`src/rtl/voice_mix_scheduler_pkg.sv`:
```
// Shared types, constants and helpers for the voice mix scheduler.
//   mix_state_t    : scheduler FSM state encoding
//   sat_to_sample(): clamp a wide signed value to a signed range of a given width
package voice_mix_scheduler_pkg;

  localparam int unsigned NUM_VOICES_DEF  = 8;
  localparam int unsigned SAMPLE_W_DEF    = 24;
  localparam int unsigned ACK_TIMEOUT_DEF = 64;

  // Working width for the saturation helper; wide enough for any legal accumulator.
  localparam int unsigned SAT_W = 64;

  typedef enum logic [2:0] {
    IDLE,
    SCAN,
    REQ,
    NEXT,
    WRITE
  } mix_state_t;

  // Clamp value into [-2^(width-1), 2^(width-1)-1]. The caller truncates the
  // result to width bits, which is lossless after clamping.
  function automatic logic signed [SAT_W-1:0] sat_to_sample(
    input logic signed [SAT_W-1:0] value,
    input int unsigned             width
  );
    logic signed [SAT_W-1:0] max_v;
    logic signed [SAT_W-1:0] min_v;
    max_v = (64'sd1 <<< (width - 1)) - 64'sd1;
    min_v = -max_v - 64'sd1;
    if (value > max_v) begin
      return max_v;
    end
    if (value < min_v) begin
      return min_v;
    end
    return value;
  endfunction

endpackage

```
`src/rtl/lrclk_tick_sync.sv`:
```
// LRCLK frame-tick generator.
// Brings the asynchronous I2S LRCLK into the clk domain with a 2-flop
// synchroniser and emits a one-cycle tick on its rising edge.
//   clk   : system clock
//   rst   : asynchronous active-high reset
//   lrclk : I2S frame clock (asynchronous)
//   tick  : one-cycle pulse per synchronised LRCLK rising edge
module lrclk_tick_sync (
  input  logic clk,
  input  logic rst,
  input  logic lrclk,
  output logic tick
);

  logic sync1_q;
  logic sync2_q;
  logic edge_q;

  always_ff @(posedge clk or posedge rst) begin
    if (rst) begin
      sync1_q <= 1'b0;
      sync2_q <= 1'b0;
      edge_q  <= 1'b0;
    end else begin
      sync1_q <= lrclk;
      sync2_q <= sync1_q;
      edge_q  <= sync2_q;
    end
  end

  // sync1_q may be metastable; only sync2_q and later are used.
  assign tick = sync2_q & ~edge_q;

endmodule

```
`src/rtl/voice_mix_scheduler.sv`:
```
// Per-frame voice mixer / scheduler.
// On each LRCLK frame tick, polls every enabled voice in index order over a
// req/ack handshake, accumulates the samples, saturates the sum and writes
// one sample into the audio FIFO. Ticks arriving mid-frame are dropped and
// counted; voices that do not answer in time are treated as silent.
//   CLK, RESET       : clock, asynchronous active-high reset
//   LRCLK            : I2S frame clock (asynchronous)
//   VOICE_EN         : per-voice enable, latched at frame start
//   VOICE_REQ/IDX    : sample request and addressed voice
//   VOICE_ACK/SAMPLE : one-cycle ack with the voice sample
//   FIFO_FULL        : FIFO write-side full flag
//   FIFO_WRITE       : one-cycle write strobe, AUDIO_OUT valid with it
//   BUSY             : frame in progress
//   OVERRUN          : sticky, a tick was dropped
//   DROP_COUNT       : saturating count of dropped ticks
//   TIMEOUT_FLAG     : sticky, a voice missed its ack window
module voice_mix_scheduler
  import voice_mix_scheduler_pkg::*;
#(
  parameter int unsigned NUM_VOICES  = NUM_VOICES_DEF,
  parameter int unsigned SAMPLE_W    = SAMPLE_W_DEF,
  parameter int unsigned ACK_TIMEOUT = ACK_TIMEOUT_DEF
) (
  input  logic                          CLK,
  input  logic                          RESET,
  input  logic                          LRCLK,
  input  logic [NUM_VOICES-1:0]         VOICE_EN,
  output logic                          VOICE_REQ,
  output logic [$clog2(NUM_VOICES)-1:0] VOICE_IDX,
  input  logic                          VOICE_ACK,
  input  logic [SAMPLE_W-1:0]           VOICE_SAMPLE,
  input  logic                          FIFO_FULL,
  output logic                          FIFO_WRITE,
  output logic [SAMPLE_W-1:0]           AUDIO_OUT,
  output logic                          BUSY,
  output logic                          OVERRUN,
  output logic [7:0]                    DROP_COUNT,
  output logic                          TIMEOUT_FLAG
);

  localparam int unsigned IDX_W = $clog2(NUM_VOICES);
  // Headroom of IDX_W bits means the sum of all voices can never wrap.
  localparam int unsigned ACC_W = SAMPLE_W + IDX_W;
  localparam int unsigned TMR_W = $clog2(ACK_TIMEOUT + 1);

  localparam logic [IDX_W-1:0] LAST_IDX  = IDX_W'(NUM_VOICES - 1);
  localparam logic [TMR_W-1:0] TMR_LIMIT = TMR_W'(ACK_TIMEOUT - 1);

  mix_state_t                 state_q;
  logic [NUM_VOICES-1:0]      en_q;
  logic [IDX_W-1:0]           idx_q;
  logic [TMR_W-1:0]           timer_q;
  logic signed [ACC_W-1:0]    acc_q;
  logic                       fifo_write_q;
  logic [SAMPLE_W-1:0]        audio_q;
  logic                       overrun_q;
  logic [7:0]                 drop_q;
  logic                       timeout_q;
  logic                       tick;

  lrclk_tick_sync u_tick_sync (
    .clk   (CLK),
    .rst   (RESET),
    .lrclk (LRCLK),
    .tick  (tick)
  );

  always_ff @(posedge CLK or posedge RESET) begin
    if (RESET) begin
      state_q      <= IDLE;
      en_q         <= '0;
      idx_q        <= '0;
      timer_q      <= '0;
      acc_q        <= '0;
      fifo_write_q <= 1'b0;
      audio_q      <= '0;
      overrun_q    <= 1'b0;
      drop_q       <= '0;
      timeout_q    <= 1'b0;
    end else begin
      fifo_write_q <= 1'b0;

      // Any tick outside IDLE is dropped, including the cycle WRITE hands
      // back to IDLE.
      if (tick && (state_q != IDLE)) begin
        overrun_q <= 1'b1;
        if (drop_q != 8'hFF) begin
          drop_q <= drop_q + 8'd1;
        end
      end

      case (state_q)
        IDLE: begin
          if (tick) begin
            en_q    <= VOICE_EN;
            acc_q   <= '0;
            idx_q   <= '0;
            state_q <= SCAN;
          end
        end

        SCAN: begin
          if (en_q[idx_q]) begin
            timer_q <= '0;
            state_q <= REQ;
          end else if (idx_q == LAST_IDX) begin
            state_q <= WRITE;
          end else begin
            idx_q <= idx_q + IDX_W'(1);
          end
        end

        REQ: begin
          // ACK is checked first so it wins over a same-cycle timeout.
          if (VOICE_ACK) begin
            acc_q   <= acc_q + ACC_W'($signed(VOICE_SAMPLE));
            state_q <= NEXT;
          end else if (timer_q == TMR_LIMIT) begin
            timeout_q <= 1'b1;
            state_q   <= NEXT;
          end else begin
            timer_q <= timer_q + TMR_W'(1);
          end
        end

        NEXT: begin
          if (idx_q == LAST_IDX) begin
            state_q <= WRITE;
          end else begin
            idx_q   <= idx_q + IDX_W'(1);
            state_q <= SCAN;
          end
        end

        WRITE: begin
          if (!FIFO_FULL) begin
            fifo_write_q <= 1'b1;
            audio_q      <= SAMPLE_W'(sat_to_sample(SAT_W'(acc_q), SAMPLE_W));
            state_q      <= IDLE;
          end
        end

        default: state_q <= IDLE;
      endcase
    end
  end

  assign VOICE_REQ    = (state_q == REQ);
  assign VOICE_IDX    = idx_q;
  assign BUSY         = (state_q != IDLE);
  assign FIFO_WRITE   = fifo_write_q;
  assign AUDIO_OUT    = audio_q;
  assign OVERRUN      = overrun_q;
  assign DROP_COUNT   = drop_q;
  assign TIMEOUT_FLAG = timeout_q;

endmodule

```
`config.mk`:
```
export PLATFORM = sky130hd
export DESIGN_NAME = voice_mix_scheduler
export DESIGN_NICKNAME = d
export VERILOG_FILES = /design/src/rtl/voice_mix_scheduler_pkg.sv /design/src/rtl/lrclk_tick_sync.sv /design/src/rtl/voice_mix_scheduler.sv
export SDC_FILE = /design/constraint.sdc
export NUM_CORES = 1
export LEC_CHECK = 0
export ABC_AREA = 0
export BUFFER_PORTS_ARGS = -buffer_cell sky130_fd_sc_hd__buf_2
export CAP_MARGIN = 30
export CORE_UTILIZATION = 51
export DETAILED_ROUTE_END_ITERATION = 6
export PLACE_DENSITY = 0.78
export SYNTH_ARGS = -nofsm -noshare
export SYNTH_HDL_FRONTEND = slang
export SYNTH_SLANG_ARGS = --single-unit
export TNS_END_PERCENT = 1
```
`constraint.sdc`:
```
create_clock -name CLK -period 2.4 [get_ports CLK]
set_input_delay 0.12 -clock CLK [delete_from_list [all_inputs] [get_ports CLK]]
set_output_delay 0.12 -clock CLK [all_outputs]
set_load 0.01 [all_outputs]
```
**Word level (Yosys, flattened, before mapping)**

Index checks and enable logic that the tools add are counted.

- Flip-flop bits (word level): 86
- Input port bits: 37
- Output and inout bits: 40
- Word-level logic and storage cells: 88

- Add/subtract/negate cells: 4
- Order comparisons: 3
- Equality and inequality tests: 16
- Multiplexer cells: 34
- Bitwise operators: 4
- Reduce and logical (&&, ||, !) cells: 14

Operators with widths:

| kind | number |
|---|---|
| 24-bit 2-to-1 mux | 4 |
| 27-bit 2-to-1 mux | 2 |
| 27-bit case mux with 2 select lines | 1 |
| 3-bit 2-to-1 mux | 10 |
| 27-bit by 24-bit adder with 27-bit output | 1 |
| 27-bit by 24-bit greater-than comparator with 1-bit output, second input constant | 1 |
| 27-bit by 24-bit less-than comparator with 1-bit output, second input constant | 1 |
| 7-bit 2-to-1 mux | 3 |
| 3-bit case mux with 5 select lines | 1 |
| 7-bit case mux with 2 select lines | 1 |
| 2-bit != test, second input constant | 6 |
| 1-bit 2-to-1 mux | 10 |
| 3-bit case mux with 3 select lines | 1 |
| 3-bit AND reduction | 3 |
| 8-bit by 1-bit adder with 8-bit output, second input constant | 1 |
| 8-bit != test, second input constant | 1 |
| 4-bit AND reduction | 2 |
| 7-bit by 1-bit adder with 7-bit output, second input constant | 1 |
| 7-bit by 6-bit == test with 1-bit output, second input constant | 1 |
| 3-bit by 2-bit == test with 1-bit output, second input constant | 2 |
| 3-bit == test, second input constant | 2 |
| 2-bit AND reduction | 3 |
| 3-bit nonzero test | 2 |
| 3-bit by 4-bit less-than comparator with 1-bit output, second input constant | 1 |
| 11 further kinds | 14 |

**Logic depth before layout (Yosys ltp)**

- Depth after elaboration: 9
- Gate-level depth with buffers: 10
- Mapped depth without buffers: 10

**Hierarchy**

From an unflattened synthesis, not the netlist that was laid out.

- Cell total of the unflattened synthesis: 510
- Area total of the unflattened synthesis: 4788.3 µm²

Modules (own cells, without submodules):

| module | instances | cells each | area an instance (µm²) | seq. area each (µm²) |
|---|---|---|---|---|
| voice_mix_scheduler | 1 | 505 | 4695.8 | 2077.0 |
| lrclk_tick_sync | 1 | 5 | 92.6 | 75.1 |

**Least setup slack after synthesis**

Ideal clock, no wire load.

- Kind: flip-flop to flip-flop
- From: register acc_q[0]
- To: register acc_q[20]
- Library setup time: 0.083 ns
- Arrival time: 2.535 ns
- Setup slack: -0.217 ns
- Stages on the path, launching flop included: 11
- Clock period less this slack: 2.617 ns
- Path through: dfrtp_1 > ha_1 > fa_1 > a21o_1 > a221oi_2 > nand4_1 > a311o_1 > a21oi_1 > a21oi_1 > xnor2_1 > o21ai_0

- Cells in the longest elaborated chain, start to end: 3

RTL lines:

| element | RTL line | source |
|---|---|---|
| start, declared | voice_mix_scheduler.sv:53 | `logic signed [ACC_W-1:0] acc_q;` |
| start signal, assigned | voice_mix_scheduler.sv:116 | `acc_q <= acc_q + ACC_W'($signed(VOICE_SAMPLE));` |
| 27-bit by 24-bit adder with 27-bit output | voice_mix_scheduler.sv:116 |  |
| 27-bit 2-to-1 mux | voice_mix_scheduler.sv:115 | `if (VOICE_ACK) begin` |
| 27-bit case mux with 2 select lines | voice_mix_scheduler.sv:92 | `case (state_q)` |

Every way passes these cells. The select of a mux whose other input is x is not followed.
A chain may end at the register's enable or synchronous reset.

**Final worst setup path**

- From: register acc_q[0]
- To: register acc_q[26]

Same word-level chain as after synthesis.

==> impl_metrics.tcl <==
set metrics [dict create \
    cp-end-kind "flop" \
    yosysUniqueCellTypes 49 \
    highest_layer "met4" \
    wl_per_cell_um 15.6 \
    cts_tree "built" \
    power.density_nw_per_um2 1140 \
    p_int_w 0.00401 \
    seq_area_sq_um 2150 \
    hpwl_um 8110 \
    ys_seq_area_share_pct 45.0 \
    core_sq_um 8890 \
    final_common_cell "nand2_1" \
    drc_errors 0 \
    n_antenna_cell 0 \
    synth_top_family_by_area "compound AO/OA/AOI/OAI gates" \
    final_cell_mix "nand2_1 (100), dfrtp_1 (86), buf_2 (76)" \
    grt_remaining_overflow 0 \
    vdd_drop_max_mv 0.660 \
    gp_congestion 0.955 \
    cp.arrival_ps 2920 \
    hold_class "input port to flop" \
    synth_adder_area_share_pct 8.27 \
    synth-simple-area-share_pct 16.8 \
    clockRootBuffer "clkbuf_8" \
    muxShareOfSynthArea_pct 4.29 \
    fp-row-count 34 \
    worstSkewPairLatency_ps 370 \
    viasPerCell 5.60 \
    ant_nets 0 \
    clk_pin_slew_ps 90 \
    leakagePower_nw 3.11 \
    setup_tns_ps -1050 \
    grt_usage_pct 25.2 \
    hold_viol 0 \
    antenna_found_initial 0 \
    area_delta_synth_final_pct 25.2 \
    dpl_cell_area_sq_um 5550 \
    num_io_pins 77 \
    rsz0062_at_grt "true" \
    violations "setup timing" \
    met3_length_um 519 \
    crit_path_top_delay_cell "dfrtp_1" \
    startpoint_type "flop" \
    yosysTopAreaCellShare_pct 45.0 \
    grt_max_degree 54 \
    die_x_um 98.8 \
    dieArea_sq_um 9770 \
    ys_async_sr_fraction_pct 100 \
    wirelength_met1_um 5220 \
    worst_path_largest_cell_delay_ps 390 \
    worst_pin_slew_ps 675 \
    synth-edff-count 0 \
    netlist_area_sq_um 4780 \
    holdWs_ps 23.1 \
    clockBufferDepth 2 \
    synth_xor_area_share_pct 6.23 \
    fmax_mhz 381 \
    status "finished with violations" \
    yosys-top-cells-area "dfrtp_1 (45%), nand2_1 (7.9%), ha_1 (7.8%)" \
    final_max_slew_viol_count 0 \
    drt_iter0_drc 281 \
    synth_seq_cells 86 \
    place_ws_ps -443 \
    grt_pass1_vias 4171 \
    drt_pass1_iterations 6 \
    power_w 0.00685 \
    syn_area_per_cell_sq_um 9.31 \
    crit_fanout 3 \
    initial_utilization_pct 53.8 \
    io_buffer_count 76 \
    crit_top_cell "mux2i_1" \
    die_y_um 98.8 \
    yosys.area.top_type "dfrtp_1" \
    drt_wl_total_um 11700 \
    cp_cell_sequence "ha_2 > fa_2 > a21o_1 > a221oi_4 > nand4_1 > a31oi_2 > and3b_1 > o21ai_1 > mux2i_1 > mux2i_1" \
    vias 4191 \
    p_clk_share_pct 15.8 \
    clock-sinks 86 \
    cts_buffers 9 \
    layout.nets 703 \
    combPwrFrac_pct 52.8 \
    multi_input_area_sq_um 2620 \
    skew_ps 13.5 \
    synth_compound_area_share_pct 16.9 \
    cp_top_family "compound AO/OA/AOI/OAI gates" \
    crit_type "flop to flop" \
    syn_inst 514 \
    swShare_pct 41.5 \
    finalCriticalPeriod_ps 2620 \
    maxCapViolCount 0 \
    period_share_pct 109 \
    syn_nets 582 \
    critPathBufInv 0 \
    pwr-share-seq_pct 31.4 \
    grt_pass1_wl_um 19400 \
    setup_ws_ps -222 \
    p_switching_w 0.00284 \
    drive_above_1_share_pct 26.6 \
    dr_wl_met2_um 5700 \
    htree_levels 3 \
    crit_required_ps 2700 \
    fillCellCount 696 \
    yosysWarnings 0 \
    finalSetupViolations 8 \
    ys.flop_type "dfrtp_1" \
    slew_headroom_pct 54.8 \
    final_area_sq_um 5990 \
]
[cell families after synthesis]
family | after synthesis
AO/OA/AOI/OAI | 133
XOR/XNOR | 34
adder cells (fa/ha/maj) | 31
buffers and inverters | 32
flip-flops | 86
multiplexers | 16
AND/OR/NAND/NOR | 182
[registers in the layout, summed over array words and instances, names as in the netlist]
name and flops:
AUDIO_OUT 24, u_tick_sync.sync1_q 1, timer_q 7, acc_q 27, DROP_COUNT 8, u_tick_sync.edge_q 1, FIFO_WRITE 1, state_q 3
u_tick_sync.sync2_q 1, TIMEOUT_FLAG 1, OVERRUN 1, en_q 8, VOICE_IDX 3
[synthesized netlist by cell type (5+ instances only)]
cell type  number
a21o_1         14
o21ai_0        55
a21oi_1        31
dfrtp_1        86
nand2_1       101
xnor2_1        14
ha_1           30
nor2_1         32
xor2_1         20
nand4_1         8
clkbuf_1       19
nand3_1        14
nand2b_1        5
inv_1          12
a31oi_1         7
mux2_2         10
[per-layer routing]
layer  vias up  track usage [%]
met5         -                0
met1      2008             33.2
met2       120             42.5
met3        23             3.48
met4         0             9.30
li1       2040                -
[metrics by stage]
| step | std cells | util [%] |
|---|---|---|
| after floorplan | 514 | - |
| after global placement | 718 | 62.4 |
| after detailed placement | 718 | 62.4 |
| after CTS | 747 | 66.6 |
| after global routing | 748 | 67.4 |
| final | 748 | 67.4 |
[worst min-delay path, stage by stage]
cell and delay, ps:
buf_2 110, nand2_1 60, o31ai_1 60
[path summary, 6_finish.rpt]
| kind | startpoint | end | slack, ps | cells past startpoint |
|---|---|---|---|---|
| hold / removal | FIFO_FULL | state_q[2] | 20 | 3 |
| setup reg to reg | acc_q[0] | acc_q[26] | -220 | 10 |
| min in group asynchronous | RESET | DROP_COUNT[5] | 330 | 3 |
| setup / recovery | acc_q[0] | acc_q[26] | -220 | 10 |
| hold reg to reg | u_tick_sync.sync1_q | u_tick_sync.sync2_q | 360 | 0 |
| max in group asynchronous | RESET | acc_q[10] | 1360 | 4 |
[layout make-up]
type / count / share of cell area, %
flip-flops and latches: 86 / 35.9
inverters: 12 / 0.773
clock buffers: 9 / 2.07
clock inverters: 7 / 1.36
well taps: 108 / 2.26
repair buffers: 130 / 13.9
multi-input cells: 396 / 43.7
[what timing repair did]
action                                  4_1_cts  5_1_grt
pin swaps                                     6        8
endpoints found under the setup margin       11       14
hold buffers                                 10        0
hold endpoints to repair                     42        0
setup buffers                                 3        1
gates resized for setup                      12       13
[power groups by stage]
stage	sequential, W	combinational (W)	clock (W)
2_1_floorplan	0.00214	0.00220	0
5_1_grt	0.00221	0.00397	0.00116
3_3_place_gp	0.00214	0.00312	0
4_1_cts	0.00215	0.00342	0.00110
6_report	0.00215	0.00362	0.00108
3_5_place_dp	0.00218	0.00322	0
(Power assumes the default switching activity.)
